===== src/rtl/vga_timing_pkg.sv =====
// Purpose: default raster mode (640x480@60) and helpers for timing totals and counter width.
// Latency: n/a (constants and constant functions only).
// Backpressure: n/a.
package vga_timing_pkg;

  localparam int unsigned DEF_H_ACTIVE = 640;
  localparam int unsigned DEF_H_FP     = 16;
  localparam int unsigned DEF_H_SYNC   = 96;
  localparam int unsigned DEF_H_BP     = 48;
  localparam int unsigned DEF_V_ACTIVE = 480;
  localparam int unsigned DEF_V_FP     = 10;
  localparam int unsigned DEF_V_SYNC   = 2;
  localparam int unsigned DEF_V_BP     = 33;

  // Full period of one axis: visible region plus all blanking segments.
  function automatic int unsigned calc_total(input int unsigned active,
                                             input int unsigned fp,
                                             input int unsigned sync,
                                             input int unsigned bp);
    return active + fp + sync + bp;
  endfunction

  // Bits needed to hold 0..max(h_total, v_total)-1.
  function automatic int unsigned calc_cw(input int unsigned h_total,
                                          input int unsigned v_total);
    int unsigned m;
    m = (h_total > v_total) ? h_total : v_total;
    return $clog2(m);
  endfunction

  localparam int unsigned DEF_CW =
    calc_cw(calc_total(DEF_H_ACTIVE, DEF_H_FP, DEF_H_SYNC, DEF_H_BP),
            calc_total(DEF_V_ACTIVE, DEF_V_FP, DEF_V_SYNC, DEF_V_BP));

endpackage


===== src/rtl/vga_axis_counter.sv =====
// Purpose: one raster axis: wrapping position counter with registered sync and next-state active flag.
// Latency: count/sync update on the clk edge where tick_i=1; next-state outputs are combinational.
// Backpressure: none; tick_i=0 simply holds the position.
module vga_axis_counter #(
  parameter int unsigned CW         = 10,
  parameter int unsigned WRAP       = 799,
  parameter int unsigned SYNC_START = 656,
  parameter int unsigned SYNC_END   = 752,
  parameter int unsigned ACT_END    = 640,
  parameter bit          POL        = 1'b0
) (
  input  logic          clk,
  input  logic          rst_n,
  input  logic          tick_i,
  output logic [CW-1:0] count_o,
  output logic [CW-1:0] count_nxt_o,
  output logic          wrap_o,
  output logic          sync_o,
  output logic          active_nxt_o
);

  localparam logic [CW-1:0] WRAP_C = CW'(WRAP);
  localparam logic [CW-1:0] SS_C   = CW'(SYNC_START);
  localparam logic [CW-1:0] SE_C   = CW'(SYNC_END);
  localparam logic [CW-1:0] ACT_C  = CW'(ACT_END);

  logic [CW-1:0] count_q, count_d;
  logic          sync_q, sync_d;

  assign wrap_o = (count_q == WRAP_C);

  // Next position and the sync level that position implies.
  always_comb begin
    count_d = count_q;
    if (tick_i) begin
      count_d = wrap_o ? '0 : count_q + 1'b1;
    end
    sync_d = ((count_d >= SS_C) && (count_d < SE_C)) ? POL : ~POL;
  end

  // Reset parks the axis on its last position, which lies in the back porch.
  always_ff @(posedge clk or negedge rst_n) begin
    if (!rst_n) begin
      count_q <= WRAP_C;
      sync_q  <= ~POL;
    end else begin
      count_q <= count_d;
      sync_q  <= sync_d;
    end
  end

  assign count_o      = count_q;
  assign count_nxt_o  = count_d;
  assign sync_o       = sync_q;
  assign active_nxt_o = (count_d < ACT_C);

endmodule


===== src/rtl/vga_timing_gen.sv =====
// Purpose: parametrised raster timing generator (position, syncs, display enable, line/frame/animate strobes).
// Latency: every output registered, valid one clk edge after the advancing pix_en edge.
// Backpressure: none; pix_en=0 freezes position, strobes drop on the next clk edge.
module vga_timing_gen
  import vga_timing_pkg::*;
#(
  parameter int unsigned H_ACTIVE = DEF_H_ACTIVE,
  parameter int unsigned H_FP     = DEF_H_FP,
  parameter int unsigned H_SYNC   = DEF_H_SYNC,
  parameter int unsigned H_BP     = DEF_H_BP,
  parameter int unsigned V_ACTIVE = DEF_V_ACTIVE,
  parameter int unsigned V_FP     = DEF_V_FP,
  parameter int unsigned V_SYNC   = DEF_V_SYNC,
  parameter int unsigned V_BP     = DEF_V_BP,
  parameter bit          H_POL    = 1'b0,
  parameter bit          V_POL    = 1'b0,
  parameter int unsigned CW       = DEF_CW
) (
  input  logic          clk,
  input  logic          rst_n,
  input  logic          pix_en,
  output logic [CW-1:0] x,
  output logic [CW-1:0] y,
  output logic          h_sync,
  output logic          v_sync,
  output logic          display,
  output logic          line_start,
  output logic          frame_start,
  output logic          animate
);

  localparam int unsigned H_TOTAL = calc_total(H_ACTIVE, H_FP, H_SYNC, H_BP);
  localparam int unsigned V_TOTAL = calc_total(V_ACTIVE, V_FP, V_SYNC, V_BP);
  localparam logic [CW-1:0] V_ACT_C = CW'(V_ACTIVE);

  logic [CW-1:0] x_nxt, y_nxt;
  logic          h_wrap, v_wrap, h_act_nxt, v_act_nxt, v_tick;
  logic          display_q, display_d;
  logic          line_start_q, line_start_d;
  logic          frame_start_q, frame_start_d;
  logic          animate_q, animate_d;

  // Vertical axis steps only when the horizontal axis wraps on an advancing edge.
  assign v_tick = pix_en & h_wrap;

  vga_axis_counter #(
    .CW(CW), .WRAP(H_TOTAL - 1), .SYNC_START(H_ACTIVE + H_FP),
    .SYNC_END(H_ACTIVE + H_FP + H_SYNC), .ACT_END(H_ACTIVE), .POL(H_POL)
  ) u_h_axis (
    .clk(clk), .rst_n(rst_n), .tick_i(pix_en),
    .count_o(x), .count_nxt_o(x_nxt), .wrap_o(h_wrap),
    .sync_o(h_sync), .active_nxt_o(h_act_nxt)
  );

  vga_axis_counter #(
    .CW(CW), .WRAP(V_TOTAL - 1), .SYNC_START(V_ACTIVE + V_FP),
    .SYNC_END(V_ACTIVE + V_FP + V_SYNC), .ACT_END(V_ACTIVE), .POL(V_POL)
  ) u_v_axis (
    .clk(clk), .rst_n(rst_n), .tick_i(v_tick),
    .count_o(y), .count_nxt_o(y_nxt), .wrap_o(v_wrap),
    .sync_o(v_sync), .active_nxt_o(v_act_nxt)
  );

  // Strobes fire only when an advancing edge lands on their position.
  always_comb begin
    display_d     = h_act_nxt & v_act_nxt;
    line_start_d  = pix_en & (x_nxt == '0);
    frame_start_d = line_start_d & v_wrap;
    animate_d     = line_start_d & (y_nxt == V_ACT_C);
  end

  // Register display and strobes so they line up with the registered x/y.
  always_ff @(posedge clk or negedge rst_n) begin
    if (!rst_n) begin
      display_q     <= 1'b0;
      line_start_q  <= 1'b0;
      frame_start_q <= 1'b0;
      animate_q     <= 1'b0;
    end else begin
      display_q     <= display_d;
      line_start_q  <= line_start_d;
      frame_start_q <= frame_start_d;
      animate_q     <= animate_d;
    end
  end

  assign display     = display_q;
  assign line_start  = line_start_q;
  assign frame_start = frame_start_q;
  assign animate     = animate_q;

endmodule

===== config.mk =====
export PLATFORM = sky130hd
export DESIGN_NAME = vga_timing_gen
export DESIGN_NICKNAME = d
export VERILOG_FILES = /design/src/rtl/vga_timing_pkg.sv /design/src/rtl/vga_axis_counter.sv /design/src/rtl/vga_timing_gen.sv
export SDC_FILE = /design/constraint.sdc
export NUM_CORES = 1
export LEC_CHECK = 0
export ABC_AREA = 1
export BUFFER_PORTS_ARGS = -buffer_cell sky130_fd_sc_hd__buf_2
export CAP_MARGIN = 25
export CORE_ASPECT_RATIO = 0.5
export CORE_UTILIZATION = 28
export DETAILED_ROUTE_END_ITERATION = 10
export SETUP_SLACK_MARGIN = 0.15
export SLEW_MARGIN = 10
export SYNTH_ARGS = -nofsm -noshare
export SYNTH_HDL_FRONTEND = slang
export SYNTH_SLANG_ARGS = --single-unit
export TNS_END_PERCENT = 30

===== constraint.sdc =====
create_clock -name clk -period 2.5 [get_ports clk]
set_input_delay 0.25 -clock clk [delete_from_list [all_inputs] [get_ports clk]]
set_output_delay 0.25 -clock clk [all_outputs]
set_load 0.02 [all_outputs]

==> run metrics, run 1 <==
post-CTS setup buffer count 0; status finished, violations left; clock sink count 26; die width 111 µm; fin util 0.354; syn_nets 238; metal2 WL 1.86 mm; ant diodes 0; Worst setup EP type flip-flop; min Tclk post-route 2.12 ns; max_cap viols 0; Power Dens Cells 846 nW/µm²; core area 5610 µm²; GPL Wtd Cong 0.839; CTS Buf Count 3; Ys Warns 0; Startpoint Class flip-flop; Metal-1 WL 1.87 mm; Fin. Hold Viols 14; RSZ-0062 raised after global routing false; DRT Pass-1 Iters 7; Worst-Skew Late Latency 0.26 ns; die area 6270 µm²; Seq cells post-synth 26; critical path peak fanout 13; final instance area 1980 µm²; sequential area share after synthesis 0.400; Setup violations, final 0; Setup Crit Path Kind reg -> reg; Worst Path Buf+Inv 0; Area after DPL 1880 µm²; post-DP HPWL 2.94 mm; maximum clock path buffer count 2; cell family with most CP delay simple AND/OR/NAND/NOR gates; syn avg cell area 7.17 µm²; I/O Pins 29; Reg clk slew, reported paths 0.07 ns; Netlist cell types 26; Resized Gates After CTS 0; max layer used met4; GR Overflow Total 0; Crit path largest cell delay 0.57 ns; final wirelength 3.88 mm; fmax 472 MHz; Final Max Tran Viols 0; Cell Area, Synth 1660 µm²; CP arrival 2.27 ns; WL/cell 11.6 µm; largest net degree at the start of global routing 27; clk root buf clkbuf_16; # rows 19; Tot GR Track Use 0.129; Initial Util 0.297; WL met3 114 µm; final worst-path cycle share 0.848; initial antenna violation count 0; TritonCTS clock tree done; Post-Syn Instances 232; Syn-to-layout area delta 19.2%; failing checks design-rule violations, negative hold slack; H-tree levels 1; vias 1545; initial drt markers 73; DRC viols 2; Tightest Pin Transition 0.592 ns; setup TNS 0 ns; relative slew slack 0.605; # nets final 269; hold buffer count at CTS 0; share of layout cells above drive strength 1 0.240; Fin Hold WS -0.00882 ns; worst path required time 2.65 ns; antenna viol nets, final 0; Cell Chain, Critical Path ha_1 > nand2_2 > nor2_8 > nand4_4 > o21ai_0 > nor2_1 > nand2_1 > nor2_1 > nand2_1 > nor2_2; Worst IR Drop VDD 0.316 mV; Pleak 1.03 nW; via density per instance 4.61; Worst Skew 0.00525 ns; vias in the first global route 1441; Port Buffers 28; Vert. Die Dim 56.5 µm; Crit-path slowest cell dfstp_2; HP Class in -> async; first-pass GRT wire length 6.53 mm
## layout by cell type, fill, tap and decap left out, types with 2 or more instances in the layout
cell        n
inv_2       3
nor3_1      3
ha_1        3
nor2_2      4
clkbuf_16   3
o21ai_0    11
nand2_1    57
buf_2      28
dfrtp_1    14
o21ai_1     2
nand3_1    20
xor2_1      2
dfstp_2    12
nor2_4      2
o21ai_2     2
inv_1      40
nand2_2     5
nor2_1     29
a21oi_1     2
nand4_1    13
## routing by layer
metal | vias to the layer above | global-route usage
li1 | 796 | -
met1 | 723 | 0.167
met2 | 22 | 0.223
met3 | 4 | 0.0205
met4 | 0 | 0.0405
met5 | - | 0
## cell type report
| type | instances | area [µm²] |
|---|---|---|
| Inverter | 43 | 161 |
| Multi-Input combinational cell | 161 | 821 |
| Timing Repair Buffer | 28 | 140 |
| Clock buffer | 3 | 75.1 |
| Sequential cell | 26 | 666 |
| Tap cell | 73 | 91.3 |
| Fill cell | 604 | 3630 |
| Clock inverter | 1 | 30.0 |
## path summary, 6_finish.rpt
check | start | endpoint | slack [ns] | cells past startpoint
max | u_h_axis.count_o[0]$_DFF_PN1_ | animate$_DFF_PN0_ | 0.38 | 10
min | rst_n | u_v_axis.count_o[1]$_DFF_PN0_ | -0.009 | 1
max reg2reg | u_h_axis.count_o[0]$_DFF_PN1_ | animate$_DFF_PN0_ | 0.38 | 10
min reg2reg | u_h_axis.count_o[1]$_DFF_PN1_ | u_h_axis.count_o[1]$_DFF_PN1_ | 0.54 | 2
max in group asynchronous | rst_n | u_v_axis.count_o[8]$_DFF_PN0_ | 2.12 | 1
min in group clk | pix_en | u_h_axis.count_o[1]$_DFF_PN1_ | 0.40 | 3
## through the flow
stage	std cells	hold slack (ns)	total power, mW	setup slack [ns]
3_3_place_gp	331	0.278	1.22	0.405
6_report	335	-0.00882	1.68	0.381
2_1_floorplan	232	-0.0456	1.03	0.568
4_1_cts	335	0.00941	1.69	0.398
5_1_grt	335	0.0353	1.79	0.198
3_5_place_dp	331	0.291	1.21	0.423
## state kept, by name (all words and copies together) (netlist names)
signal,flops
u_v_axis.sync_o,1
animate,1
u_v_axis.count_o,10
frame_start,1
display,1
line_start,1
u_h_axis.count_o,10
u_h_axis.sync_o,1
## cell usage after synthesis
library cell | count | area [µm²]
dfstp_2 | 12 | 315
nor3_1 | 3 | 15.0
nor2_1 | 29 | 109
xor2_1 | 2 | 17.5
buf_2 | 1 | 5.00
o21ai_0 | 11 | 55.1
inv_2 | 3 | 11.3
o21ai_2 | 2 | 17.5
nand2_2 | 5 | 31.3
o21ai_1 | 2 | 10.0
nand3_1 | 20 | 100
nor2_8 | 1 | 20.0
o21bai_1 | 1 | 7.51
o2111ai_1 | 1 | 8.76
ha_1 | 3 | 37.5
a21oi_1 | 2 | 10.0
nand4_4 | 1 | 21.3
buf_6 | 1 | 11.3
nor2_4 | 2 | 22.5
o21a_1 | 1 | 7.51
nand4_1 | 13 | 81.3
dfrtp_1 | 14 | 350
nor2_2 | 4 | 25.0
inv_1 | 40 | 150
nand3_2 | 1 | 10.0
nand2_1 | 57 | 214
## power by group
part	leakage (nW)	total, mW	switching (mW)	internal (mW)
logic	0.688	0.557	0.393	0.164
registers	0.293	0.658	0.118	0.540
clock network	0.0511	0.464	0.145	0.318
## cell families (layout without fill, tap and decap cells)
group / count (synthesis) / count (layout) / share of synthesized area
compound gates: 20 / 20 / 0.0699
xor+xnor: 2 / 2 / 0.0105
fa+ha+maj: 3 / 3 / 0.0226
buf+inv: 45 / 75 / 0.107
flops: 26 / 26 / 0.400
simple gates: 136 / 136 / 0.390
(Power assumes the default switching activity.)
==> inputs of run 2 (changes only) <==
clock period = 2.01 ns   (was 2.5 ns; I/O delays follow)
==> run metrics, run 2 (synthesized netlist as in run 1, its figures left out) <==
final worst-path cycle share 0.960; die area 6270 µm²; Syn-to-layout area delta 28.1%; # nets final 282; Final Max Tran Viols 0; Setup Crit Path Kind reg -> reg; H-tree levels 1; Worst setup EP type flip-flop; Fin. Hold Viols 0; final instance area 2130 µm²; initial drt markers 41; Worst IR Drop VDD 0.334 mV; max_cap viols 0; most frequent cells in the layout nand2_1, inv_1, nor2_1, buf_2, nand3_1; GPL Wtd Cong 0.889; final wirelength 4.45 mm; I/O Pins 29; Reg clk slew, reported paths 0.07 ns; commonest non-fill, non-tap cell in the layout nand2_1; Area after DPL 1950 µm²; share of layout cells above drive strength 1 0.305; relative slew slack 0.604; Vert. Die Dim 56.5 µm; CTS Buf Count 3; DRC viols 0; vias in the first global route 1581; Pleak 1.10 nW; NetSw 0.866 mW; Pint 1.23 mW; Tightest Pin Transition 0.594 ns; clk root buf clkbuf_16; maximum clock path buffer count 2; Worst-Skew Late Latency 0.26 ns; first-pass GRT wire length 7.13 mm; fmax 518 MHz; largest net degree at the start of global routing 27; Port Buffers 28; WL/cell 12.8 µm; R2R setup slack 0.08 ns; GR Overflow Total 0; core area 5610 µm²; Combinational Power Share 0.380; Worst R2R Path Depth 11; Startpoint Class flip-flop; HP Class in -> reg; sw frac 0.413; Worst Skew 0.00203 ns; Flop pwr share 0.384; worst r2r src u_h_axis.count_o[0]$_DFF_PN1_; TritonCTS clock tree done; Non-Filler Instances 348; hold path depth 3; vias 1659; Power Dens Cells 982 nW/µm²; initial antenna violation count 0; Filler cells 585; ant diodes 0; post-DP HPWL 3.22 mm; Fin Hold WS 0.377 ns; Min-Delay Startpoint pix_en; Tot GR Track Use 0.141; clock sink count 26; antenna viol nets, final 0; RSZ-0062 raised after global routing true; Setup violations, final 0; DRT Pass-1 Iters 4; crit path launch u_h_axis.count_o[0]$_DFF_PN1_; min Tclk post-route 1.93 ns; critical path peak fanout 7; via density per instance 4.77; clock share of power 0.236; CP arrival 2.13 ns; Post-Place Cells 335; status complete, no violations; worst path required time 2.21 ns; die width 111 µm; # rows 19; Initial Util 0.297
## run 2: changes by cell type in the layout (fill, tap and decap cells not counted), sizes merged
| cell | before | now |
|---|---|---|
| nand4 | 14 | 15 |
| bufinv | 1 | 0 |
| dlygate4sd3 | 0 | 1 |
| buf | 28 | 39 |
| clkbuf | 3 | 4 |
## run 2: power by group through the flow
stage | clock [mW] | combinational [mW] | sequential, mW
after detailed placement | 0 | 0.735 | 0.815
after CTS | 0.513 | 0.771 | 0.801
final | 0.495 | 0.795 | 0.804
after floorplan | 0 | 0.386 | 0.924
after global placement | 0 | 0.736 | 0.820
after global routing | 0.526 | 0.877 | 0.827
## run 2: final cells by class
class / count / area [µm²] / area share
Multi-Input combinational cell: 162 / 892 / 0.418
Sequential cell: 26 / 666 / 0.312
Timing Repair Buffer: 40 / 233 / 0.109
Inverter: 43 / 161 / 0.0757
Tap cell: 73 / 91.3 / 0.0428
Clock buffer: 4 / 88.8 / 0.0417
## run 2: path summary, 6_finish.rpt
check / endpoint
worst max-delay path: animate$_DFF_PN0_
worst min-delay path: u_h_axis.count_o[0]$_DFF_PN1_
worst max register to register: animate$_DFF_PN0_
worst min register to register: u_h_axis.count_o[8]$_DFF_PN1_
max in group asynchronous: line_start$_DFF_PN0_
min in group asynchronous: u_v_axis.count_o[0]$_DFF_PN0_
## run 2: timing repair
action                     CTS  global route
hold endpoints to repair    14             0
pin swaps                    4             6
hold buffers                 1             0
buffers inserted             5             2
setup endpoints to repair    4             5
gates cloned                 0             1
gates resized for setup      3             4
## run 2: stage by stage
step	power, mW	setup TNS (ns)	util	setup WS, ns
after detailed placement	1.55	0	0.347	0.0275
after floorplan	1.31	0	-	0.150
after global routing	2.23	-0.0911	0.380	-0.0468
after CTS	2.09	0	0.372	0.125
final	2.09	0	0.380	0.0795
after global placement	1.56	0	0.347	0.0280
## run 2: critical path: stages (launching register included)
cell and delay (ns):
dfstp_2 0.57, ha_4 0.16, nand2_4 0.06, nor2_8 0.17, nand3_4 0.13, nor2_4 0.21, o21ai_2 0.09, o21ai_2 0.10
nand2_1 0.10, nor2_1 0.11, nand2_1 0.08, nor2_2 0.07
## run 2: routing by layer
| metal | vias up | part of all wire | track usage |
|---|---|---|---|
| met5 | - | 0 | 0 |
| met4 | 0 | 0.020 | 0.0560 |
| met3 | 8 | 0.029 | 0.0194 |
| met2 | 38 | 0.48 | 0.242 |
| met1 | 784 | 0.47 | 0.182 |
| li1 | 829 | - | - |
